$ cat src/rtl/project_pkg.sv
// Shared types and constants for the random matrix generator.
package project_pkg;

    // Largest legal rows/cols value.
    localparam int unsigned MAX_DIM  = 5;
    // en pulses before lfsr_core rand_val reflects the first LFSR state.
    localparam int unsigned LFSR_LAT = 2;

    typedef enum logic [2:0] {
        GEN_IDLE,
        GEN_SETUP,
        GEN_PRIME,
        GEN_FILL,
        GEN_DONE
    } gen_state_t;

endpackage

$ cat src/rtl/lfsr_core.sv
// Range-scaled LFSR generator with an en-gated 2-stage pipeline:
// stage 1 captures the raw LFSR state, stage 2 maps it into [cfg_min, cfg_max].
module lfsr_core #(
    parameter int unsigned DATA_W = 8
) (
    input  logic              clk,
    input  logic              rst_n,
    input  logic              en,
    input  logic [DATA_W-1:0] cfg_min,
    input  logic [DATA_W-1:0] cfg_max,
    output logic [DATA_W-1:0] rand_val
);

    logic [DATA_W-1:0]   r_lfsr;
    logic [DATA_W-1:0]   r_raw;
    logic [DATA_W-1:0]   r_rand;
    logic [DATA_W:0]     r_range_len;
    logic [DATA_W:0]     w_range_len;
    logic [2*DATA_W-1:0] w_prod;
    logic [DATA_W-1:0]   w_offset;
    logic                w_fb;

    // Maximal-length 8-bit taps (8,6,5,4); state shifts left, feedback enters at bit 0.
    assign w_fb = r_lfsr[7] ^ r_lfsr[5] ^ r_lfsr[4] ^ r_lfsr[3];

    // max - min + 1 in one extra bit, so the full signed span (256) is representable.
    assign w_range_len = {cfg_max[DATA_W-1], cfg_max} - {cfg_min[DATA_W-1], cfg_min}
                         + (DATA_W+1)'(1);

    // offset = raw * range_len / 2^DATA_W, always in [0, range_len-1].
    assign w_prod   = {{(DATA_W-1){1'b0}}, r_range_len} * {{DATA_W{1'b0}}, r_raw};
    assign w_offset = DATA_W'(w_prod >> DATA_W);

    // Range length tracks the held config; LFSR and pipeline advance only on en.
    always_ff @(posedge clk or negedge rst_n) begin
        if (!rst_n) begin
            r_lfsr      <= '1;
            r_raw       <= '0;
            r_rand      <= '0;
            r_range_len <= '0;
        end else begin
            r_range_len <= w_range_len;
            if (en) begin
                r_lfsr <= {r_lfsr[DATA_W-2:0], w_fb};
                r_raw  <= r_lfsr;
                r_rand <= cfg_min + w_offset;
            end
        end
    end

    assign rand_val = r_rand;

endmodule

$ cat src/rtl/rand_matrix_filler.sv
// Drives lfsr_core with a latched range and streams rows*cols random elements,
// row-major, into matrix storage through a ready-gated write port.
module rand_matrix_filler
    import project_pkg::*;
#(
    parameter int unsigned DATA_W = 8
) (
    input  logic              clk,
    input  logic              rst,
    input  logic              start,
    input  logic [2:0]        rows_in,
    input  logic [2:0]        cols_in,
    input  logic [DATA_W-1:0] min_in,
    input  logic [DATA_W-1:0] max_in,
    input  logic              wr_ready,
    output logic              wr_en,
    output logic [2:0]        wr_row,
    output logic [2:0]        wr_col,
    output logic [DATA_W-1:0] wr_data,
    output logic              busy,
    output logic              done,
    output logic              err
);

    localparam logic [1:0] PRIME_LAST = 2'(LFSR_LAT - 1);

    gen_state_t        r_state, w_state_next;
    logic [1:0]        r_prime_cnt, w_prime_next;
    logic [2:0]        r_row, w_row_next;
    logic [2:0]        r_col, w_col_next;
    logic [2:0]        r_rows, w_rows_next;
    logic [2:0]        r_cols, w_cols_next;
    logic [DATA_W-1:0] r_min, w_min_next;
    logic [DATA_W-1:0] r_max, w_max_next;
    logic              r_err, w_err_next;
    logic              w_cfg_ok;
    logic              w_lfsr_en;
    logic              w_wr_en;
    logic [DATA_W-1:0] w_rand_val;

    assign w_cfg_ok = (rows_in != 3'd0) && (rows_in <= 3'(MAX_DIM)) &&
                      (cols_in != 3'd0) && (cols_in <= 3'(MAX_DIM)) &&
                      !($signed(min_in) > $signed(max_in));

    // Next-state, counter and config-latch logic plus LFSR enable.
    always_comb begin
        w_state_next = r_state;
        w_prime_next = r_prime_cnt;
        w_row_next   = r_row;
        w_col_next   = r_col;
        w_rows_next  = r_rows;
        w_cols_next  = r_cols;
        w_min_next   = r_min;
        w_max_next   = r_max;
        w_err_next   = 1'b0;
        w_lfsr_en    = 1'b0;
        w_wr_en      = 1'b0;
        unique case (r_state)
            GEN_IDLE: begin
                if (start) begin
                    if (!w_cfg_ok) begin
                        w_err_next = 1'b1;
                    end else begin
                        w_rows_next  = rows_in;
                        w_cols_next  = cols_in;
                        w_min_next   = min_in;
                        w_max_next   = max_in;
                        w_row_next   = 3'd0;
                        w_col_next   = 3'd0;
                        w_prime_next = 2'd0;
                        w_state_next = GEN_SETUP;
                    end
                end
            end
            // lfsr_core captures range_len from the latched config here.
            GEN_SETUP: w_state_next = GEN_PRIME;
            GEN_PRIME: begin
                w_lfsr_en = 1'b1;
                if (r_prime_cnt == PRIME_LAST) begin
                    w_state_next = GEN_FILL;
                end else begin
                    w_prime_next = r_prime_cnt + 2'd1;
                end
            end
            GEN_FILL: begin
                // A stalled write freezes the pipeline so the pending value is kept.
                w_lfsr_en = wr_ready;
                w_wr_en   = wr_ready;
                if (wr_ready) begin
                    if (r_col == r_cols - 3'd1) begin
                        w_col_next = 3'd0;
                        if (r_row == r_rows - 3'd1) begin
                            w_row_next   = 3'd0;
                            w_state_next = GEN_DONE;
                        end else begin
                            w_row_next = r_row + 3'd1;
                        end
                    end else begin
                        w_col_next = r_col + 3'd1;
                    end
                end
            end
            GEN_DONE: w_state_next = GEN_IDLE;
            default:  w_state_next = GEN_IDLE;
        endcase
    end

    // State, counters and latched config.
    always_ff @(posedge clk or posedge rst) begin
        if (rst) begin
            r_state     <= GEN_IDLE;
            r_prime_cnt <= 2'd0;
            r_row       <= 3'd0;
            r_col       <= 3'd0;
            r_rows      <= 3'd0;
            r_cols      <= 3'd0;
            r_min       <= '0;
            r_max       <= '0;
            r_err       <= 1'b0;
        end else begin
            r_state     <= w_state_next;
            r_prime_cnt <= w_prime_next;
            r_row       <= w_row_next;
            r_col       <= w_col_next;
            r_rows      <= w_rows_next;
            r_cols      <= w_cols_next;
            r_min       <= w_min_next;
            r_max       <= w_max_next;
            r_err       <= w_err_next;
        end
    end

    lfsr_core #(
        .DATA_W (DATA_W)
    ) u_lfsr_core (
        .clk      (clk),
        .rst_n    (~rst),
        .en       (w_lfsr_en),
        .cfg_min  (r_min),
        .cfg_max  (r_max),
        .rand_val (w_rand_val)
    );

    assign wr_en   = w_wr_en;
    assign wr_row  = r_row;
    assign wr_col  = r_col;
    assign wr_data = w_rand_val;
    assign busy    = (r_state != GEN_IDLE);
    assign done    = (r_state == GEN_DONE);
    assign err     = r_err;

endmodule
$ cat config.mk
export PLATFORM = sky130hd
export DESIGN_NAME = rand_matrix_filler
export DESIGN_NICKNAME = d
export VERILOG_FILES = /design/src/rtl/project_pkg.sv /design/src/rtl/lfsr_core.sv /design/src/rtl/rand_matrix_filler.sv
export SDC_FILE = /design/constraint.sdc
export NUM_CORES = 1
export LEC_CHECK = 0
export BUFFER_PORTS_ARGS = -buffer_cell sky130_fd_sc_hd__buf_4
export CORE_AREA = 10 10 119 121
export CTS_CLUSTER_SIZE = 8
export DETAILED_ROUTE_END_ITERATION = 7
export DIE_AREA = 0 0 129 131
export PLACE_DENSITY = 0.67
export SYNTH_ARGS = -nofsm -noshare
export SYNTH_HDL_FRONTEND = slang
export SYNTH_HIERARCHICAL = 1
export SYNTH_SLANG_ARGS = --single-unit
$ cat constraint.sdc
create_clock -name clk -period 6.7 [get_ports clk]
set_input_delay 0.335 -clock clk [delete_from_list [all_inputs] [get_ports clk]]
set_output_delay 0.335 -clock clk [all_outputs]
set_load 0.05 [all_outputs]
* Word-level counts from Yosys, hierarchy flattened
Index checks and enable logic that the tools add are counted.
** Cells by class
- $add $sub $neg :: 8
- Multiply operators :: 1
- Div/mod/pow operators :: 0
- Order comparisons :: 3
- Eq/ne operators :: 14
- Shift operators :: 0
- Muxes and demuxes :: 25
- Bitwise logic cells :: 3
- Reductions and logical operators :: 16
** Operators with widths (count)
- 3-bit two-way mux :: 13
- 9-bit by 8-bit multiplier with 16-bit output :: 1
- 2-bit != test, second input constant :: 7
- 3-bit one-hot mux with 2 select lines :: 2
- 3-bit one-hot mux with 4 select lines :: 1
- 9-bit by 1-bit adder with 9-bit output, second input constant :: 1
- 3-bit nonzero test :: 3
- 8-bit by 8-bit subtractor with 9-bit output :: 1
- 8-bit adder :: 1
- 8-bit greater-than comparator :: 1
- 4-bit AND reduction :: 2
- 3-bit by 1-bit adder with 3-bit output, second input constant :: 2
- 3-bit by 2-bit equality test with 1-bit output, second input constant :: 2
- 3-bit equality test :: 2
- 3-bit less-or-equal comparator, second input constant :: 2
- 2-bit two-way mux :: 3
- 6-bit AND reduction :: 1
- 3-bit by 1-bit subtractor with 3-bit output, second input constant :: 2
- 5-bit AND reduction :: 1
- 1-bit logical AND :: 4
- 1-bit two-way mux :: 4
- 2-bit one-hot mux with 2 select lines :: 1
- 2-bit nonzero test :: 2
- 3-bit by 1-bit equality test with 1-bit output, second input constant :: 1
- other kinds (8) :: 10
** Word-level totals
- Bits in registers :: 67
- Latch bits :: 0
- Memory bits (writable) :: 0
- Memory bits (read-only) :: 0
- Output and inout bits :: 18
- Logic and storage cells :: 83
- Memories :: 0

* Logic depth before layout (Yosys ltp)
Gate-level depths: netlist of run 1.
- Depth in word-level cells :: 8
- Depth in mapped cells :: 25
- Mapped depth without buffers :: 24

* Hierarchy
Netlist of run 1, hierarchy kept.
** By module, submodules not included
- lfsr_core :: times used 1, cells an instance 408, area each 3846.2 µm², sequential area each 835.8 µm²
- rand_matrix_filler :: times used 1, cells an instance 178, area each 1909.3 µm², sequential area each 850.8 µm²

* Least setup slack after synthesis of run 1
Ideal clock, no wire load.
- Kind :: reg2reg
- Start point :: register u_lfsr_core.r_raw[7]
- End point :: register u_lfsr_core.r_rand[7], in the netlist u_lfsr_core/rand_val[7]
- Library setup time :: 0.125 ns
- Data arrival time :: 5.410 ns
- Path slack :: 1.166 ns
- Stages on the path, launching flop included :: 22
- Period minus slack after synthesis :: 5.534 ns
- Path through :: dfrtp_1 clkbuf_1 and2_1 fa_1 fa_1 fa_1 inv_1 fa_1 inv_1 ha_1 and2_1 a221oi_1 o21a_1 a221o_1 nand2b_1 xor2_1 ha_1 or3_1 o211ai_1 xnor2_1 xnor2_1 mux2_2
** On the way
- Word-level cells in the longest chain between the ends :: 2
** Ends and longest elaborated chain
- start: declaration :: line lfsr_core.sv:15 : logic [DATA_W-1:0] r_raw;
- start signal: assignment :: line lfsr_core.sv:45 : r_raw <= r_lfsr;
- 9-bit by 8-bit multiplier with 16-bit output :: line lfsr_core.sv:31 : assign w_prod = {{(DATA_W-1){1'b0}}, r_range_len} * {{DATA_W{1'b0}}, r_raw};
- 8-bit adder :: line lfsr_core.sv:46 : r_rand <= cfg_min + w_offset;
- end signal: assignment :: line lfsr_core.sv:46
- end: declaration :: line lfsr_core.sv:16 : logic [DATA_W-1:0] r_rand;
Every way passes these cells.
A chain may end at the register's enable or synchronous reset.

* Worst setup path in the final report of run 1
- Start point :: register u_lfsr_core.r_raw[6]
- End point :: register u_lfsr_core.r_rand[7], in the netlist u_lfsr_core/rand_val[7]
The elaborated chain is that of the path after synthesis.

==> results of run 1 <==
-- sequential cells by signal, summed over array words and instances (netlist names) --
signal	count
err	1
u_lfsr_core/rand_val	8
r_max	8
r_cols	3
u_lfsr_core/r_lfsr	8
u_lfsr_core/r_raw	8
wr_row	3
r_prime_cnt	2
r_state	3
u_lfsr_core/r_range_len	9
r_rows	3
r_min	8
wr_col	3
-- metal layers --
| metal | track usage, % | share of wire (%) | wire, microns | vias up |
|---|---|---|---|---|
| met1 | 18.6 | 46 | 5360 | 1978 |
| li1 | - | - | - | 1978 |
| met5 | 0 | 0 | 0 | - |
| met4 | 4.08 | 1.1 | 132 | 0 |
| met3 | 2.46 | 2.5 | 292 | 13 |
| met2 | 26.0 | 50 | 5770 | 53 |
-- worst min-delay path: stages --
cell and delay (ps):
buf_4 80, nand2_1 40, o21ai_1 60
-- path summary, 6_finish.rpt --
check	startpoint	end	slack [ps]	depth (start not counted)
max	u_lfsr_core/r_raw[6]	u_lfsr_core/rand_val[7]	850	22
max in group asynchronous	rst	u_lfsr_core/r_range_len[8]	5890	3
min	cols_in[0]	r_cols[0]	230	3
min in group asynchronous	rst	u_lfsr_core/r_raw[1]	260	3
max reg2reg	u_lfsr_core/r_raw[6]	u_lfsr_core/rand_val[7]	850	22
min reg2reg	u_lfsr_core/r_lfsr[6]	u_lfsr_core/r_lfsr[6]	470	2
-- area by class of cell --
type / instances / area [sq um] / share of cell area, %
Clock buffer: 12 / 256 / 3.95
Clock inverter: 4 / 25.0 / 0.386
Inverter: 112 / 420 / 6.48
Multi-Input combinational cell: 393 / 3580 / 55.1
Sequential cell: 67 / 1690 / 26.0
Tap cell: 147 / 184 / 2.84
Timing Repair Buffer: 45 / 338 / 5.21
-- through the flow --
step                      hold WS (ps)  std cells  worst slack (ps)  util (%)
after floorplan                    448        586              1170         -
after global placement             459        764               956      52.5
after detailed placement           466        764               864      52.5
after CTS                          226        780               832      54.9
after global routing               237        780               440      54.9
final                              234        780               849      54.9
-- cells by family (layout without fill, tap and decap cells) --
logic type / after synthesis / after routing / synth area share (%)
AOI/OAI and AO/OA: 88 / 88 / 9.85
xor gates and xnor gates: 36 / 36 / 5.48
and+or+nand+nor: 132 / 132 / 12.2
muxes: 28 / 28 / 5.41
buffers and inverters: 126 / 173 / 8.57
DFF: 67 / 67 / 29.3
adders and majority gates: 109 / 109 / 29.2
-- cell usage after synthesis (2+ instances only) --
| library cell | n | area (sq um) |
|---|---|---|
| xnor2_1 | 27 | 236 |
| xor2_1 | 9 | 78.8 |
| mux2i_1 | 3 | 30.0 |
| nor2b_1 | 2 | 12.5 |
| a21oi_1 | 19 | 95.1 |
| buf_6 | 2 | 22.5 |
| or3_1 | 3 | 18.8 |
| o21ai_0 | 25 | 125 |
| a221oi_1 | 2 | 17.5 |
| nor2_1 | 13 | 48.8 |
| a221o_1 | 3 | 30.0 |
| o21a_1 | 6 | 45.0 |
| ha_1 | 67 | 838 |
| dfstp_2 | 8 | 210 |
| nand2_1 | 40 | 150 |
| clkbuf_1 | 10 | 37.5 |
| nand2b_1 | 4 | 25.0 |
| o21ai_1 | 4 | 20.0 |
| nand3_1 | 5 | 25.0 |
| fa_1 | 42 | 841 |
| o211ai_1 | 4 | 30.0 |
| mux2_2 | 7 | 78.8 |
| mux2_1 | 18 | 203 |
| dfrtp_1 | 59 | 1480 |
| inv_1 | 112 | 420 |
| o31ai_1 | 3 | 22.5 |
| a21o_1 | 9 | 67.6 |
| o2bb2ai_1 | 3 | 26.3 |
| nand4_1 | 2 | 12.5 |
| nor3_1 | 8 | 40.0 |
| o21bai_1 | 3 | 22.5 |
| and2_1 | 49 | 307 |
==> metrics.txt, run 1 <==
Worst setup SP type flip-flop; Clock Tree Root clkbuf_16; post-synthesis sequential area ratio 29.3%; Buffers & Inverters on Critical Path 3; die footprint 16900 sq um; Hold Path Class input port to flip-flop; leading cell types in the layout, fill and taps excluded inv_1 (111), ha_1 (67), dfrtp_1 (59); via count 4022; async set-reset flop share out of synthesis 100%; CTS Buf Count 9; Mapped Avg Cell Area 9.82 sq um; grt total ovfl 0; most common cell after layout, fill and taps aside inv_1; ys flop type dfrtp_1; H-tree levels 3; Final TNS setup 0 ps; largest net degree at the start of global routing 68; GP Congestion 0.834; vias in the first global route 4359; drc violations 0; Finished Cell Area 6490 sq um; via/cell ratio 5.16; Top delay family on crit path adder cells; Slew headroom 33.8%; Filler cells 1066; cells after synthesis 586; Achievable Freq 171 MHz; Post-CTS Setup Inserts 0; cell row count 40; Crit-path slowest cell fa_1; Arr. time, crit path 6060 ps; CTS tree built; EDFF count, synth 0; Crit Path Class flip-flop to flip-flop; Final Slew Violations 0; share of cells above drive strength 1 13.3%; post-DP HPWL 9270 microns; initial antenna violation count 0; RSZ-0062 raised after global routing no; Syn Nets 721; wire per inst 14.8 microns; cts hold-fix bufs 0; final period utilization 87.3%; I/O Pins 44; n_diodes 0; Tot GR Track Use 14.9%; post-layout net count 763; die height 131 microns; crit path max fanout 10; Clock Tree Buf Depth 2; first-pass GRT wire length 20400 microns; Area Growth Syn to Fin 12.7%; CORE AREA 11800 sq um; endpoint type of the worst setup path flip-flop; critical path data required time 6910 ps; Die X 129 microns; Synth cell types 47; status finished, final reports clean; placed instance area 6200 sq um; CTS Sinks 67; synthesized flop and latch total 67; Setup Skew 5.78 ps; Crit path largest cell delay 540 ps; final wirelength 11600 microns; Clock transition at path regs 60 ps; final setup fails 0; Hold Fails Final Rpt 0; CP dominant cell by count fa_1; Min Clock Period, post-route 5850 ps; synthesized area 5760 sq um; Slew @ Worst Pin 994 ps; Starting Density 48.7%; crit path cell chain and2_1, fa_1, fa_1, fa_1, inv_1, fa_1, inv_1, ha_1, and2_1, a221oi_1, o21a_1, inv_1, a21oi_1, o21a_1, xnor2_1, ha_1, o21ai_0, o21ai_0, o211ai_1, xnor2_1, xnor2_1, mux2_2; drt first pass iters 6; post-CTS sizing 0; clk_lat worst skew 330 ps; port bufs 43; max_cap viols 0; Yosys warnings 6; Post-DRT Antenna Nets 0; DR iter-0 viols 230
Power of run 1 is not shown: default switching activity piles up to over one toggle a cycle in this logic, so the estimate is an artifact.
==> run 2, diff against run 1 <==
- CORE_AREA: 10 10 119 121 -> 10 10 150 152
- DIE_AREA: 0 0 129 131 -> 0 0 160 162
- PLACE_DENSITY: 0.67 -> unset
==> metrics.txt, run 2 (synthesized netlist as in run 1, its figures left out) <==
status finished, final reports clean; cts hold-fix bufs 0 (unchanged); Crit Path Class flip-flop to flip-flop; vias in the first global route 4186 (-4.0%); largest net degree at the start of global routing 68 (unchanged); post-CTS sizing 0 (unchanged); setup ws final 816 ps (-33.3 ps); most common cell after layout, fill and taps aside inv_1; Routed met1 length 5570 microns (+3.9%); worst r2r dst u_lfsr_core/rand_val[7]; initial antenna violation count 0 (unchanged); Largest register FFs 9 (unchanged); GP Congestion 0.794 (-4.8%); H-tree levels 3 (unchanged); Tot GR Track Use 9.65% (-5.2 points); Most flops, register u_lfsr_core/r_range_len; port bufs 43 (unchanged); Hold Fails Final Rpt 0 (unchanged); Min Clock Period, post-route 5880 ps (+33.3 ps); Worst setup SP type flip-flop; Slew headroom 30.4% (-3.4 points); post-layout net count 763 (unchanged); crit path capture u_lfsr_core/rand_val[7]; Clock Tree Root clkbuf_16; highest routed layer met4; Slew @ Worst Pin 1040 ps (+50.6 ps); max_cap viols 0 (unchanged); Placed Cells 882 (+15%); grt total ovfl 0 (unchanged); wire length on met3 458 microns (+57%); Final TNS setup 0 ps (unchanged); DP Worst Slack 835 ps (-29.3 ps); Setup Skew 6.18 ps (+0.392 ps); final period utilization 87.8% (+0.50 points); final wirelength 12100 microns (+4.6%); share of cells above drive strength 1 13.0% (-0.32 points); CTS Buf Count 9 (unchanged); CTS tree built; drt first pass iters 4 (-2); CORE AREA 19400 sq um (+64%); leading cell types in the layout, fill and taps excluded inv_1 (111), ha_1 (67), dfrtp_1 (59); n_diodes 0 (unchanged); clk_lat worst skew 330 ps (about the same); Critical Path Source u_lfsr_core/r_raw[6]; Clock Tree Buf Depth 2 (unchanged); die footprint 25900 sq um (+53%); crit path max fanout 10 (unchanged); RSZ-0062 raised after global routing no; Area Growth Syn to Fin 15.4%; post-DP HPWL 9640 microns (+4.0%); final setup fails 0 (unchanged); via/cell ratio 4.45 (-14%); wire per inst 13.5 microns (-9.1%); Reg2Reg Setup Slack 820 ps (-30 ps); cell row count 51 (+28%); endpoint type of the worst setup path flip-flop; DR iter-0 viols 119 (-48%); Clock transition at path regs 60 ps (about the same); Final Slew Violations 0 (unchanged); critical path data required time 6910 ps (about the same); Achievable Freq 170 MHz (-0.57%); Starting Density 29.7% (-19 points); die height 162 microns (+24%); Die X 160 microns (+24%); Crit Reg-Reg Startpoint u_lfsr_core/r_raw[6]; I/O Pins 44 (unchanged); Arr. time, crit path 6090 ps (+30 ps); routed wl met2 5910 microns (+2.4%); via count 3999 (-0.57%); Hold Path Class input port to flip-flop; first-pass GRT wire length 20800 microns (+1.9%); Non-Filler Instances 898 (+15%); CTS Sinks 67 (unchanged); r2r worst-path depth 20 (-9.1%); Post-CTS Setup Inserts 0 (unchanged); drc violations 0 (unchanged); Post-DRT Antenna Nets 0 (unchanged)
run 2: cell types whose count changed in the layout (fill, tap and decap cells not counted), sizes merged:
cell | before | now
clkbuf | 12 | 13
bufinv | 0 | 1
clkinvlp | 2 | 0
run 2: worst max-delay path: stages (launching register included):
cell,delay (ps)
dfrtp_1,500
and2_1,240
fa_1,480
fa_1,540
fa_1,550
inv_1,50
fa_1,530
inv_1,40
ha_1,330
and2_1,190
a221oi_1,280
o21a_1,270
a221o_1,220
nand2b_1,100
xor2_1,160
ha_1,320
or3_1,370
o211ai_1,110
xnor2_1,110
xnor2_1,130
mux2_2,250
run 2: worst min path at each step:
| stage | from | endpoint | slack [ps] | cells past startpoint |
|---|---|---|---|---|
| floorplan | u_lfsr_core/r_lfsr[1] | u_lfsr_core/r_lfsr[1] | 450 | 2 |
| global placement | u_lfsr_core/r_lfsr[6] | u_lfsr_core/r_lfsr[6] | 460 | 2 |
| detailed placement | u_lfsr_core/r_lfsr[2] | u_lfsr_core/r_lfsr[2] | 460 | 2 |
| CTS | rows_in[0] | r_rows[0] | 220 | 3 |
| global route | max_in[6] | r_max[6] | 230 | 2 |
| finish | rows_in[0] | r_rows[0] | 220 | 3 |
run 2: routing by layer:
layer	vias to the layer above	global-route usage (%)
li1	1980	-
met1	1943	11.9
met2	64	16.5
met3	12	2.40
met4	0	2.50
met5	-	0
run 2: area by class of cell:
cell class,instances,area (sq um)
Sequential cell,67,1690
Clock inverter,3,40.0
Multi-Input combinational cell,393,3580
Fill cell,2000,12800
Inverter,112,420
Tap cell,265,332
Clock buffer,13,250
Timing Repair Buffer,45,338
run 2: metrics by stage:
| stage | hold WS (ps) | utilization, % | instance area [sq um] |
|---|---|---|---|
| floorplan | 448 | - | 5760 |
| global placement | 457 | 32.7 | 6350 |
| detailed placement | 463 | 32.7 | 6350 |
| CTS | 216 | 34.2 | 6640 |
| global route | 232 | 34.2 | 6640 |
| finish | 223 | 34.2 | 6640 |
Power of run 2 is left out for the same reason.
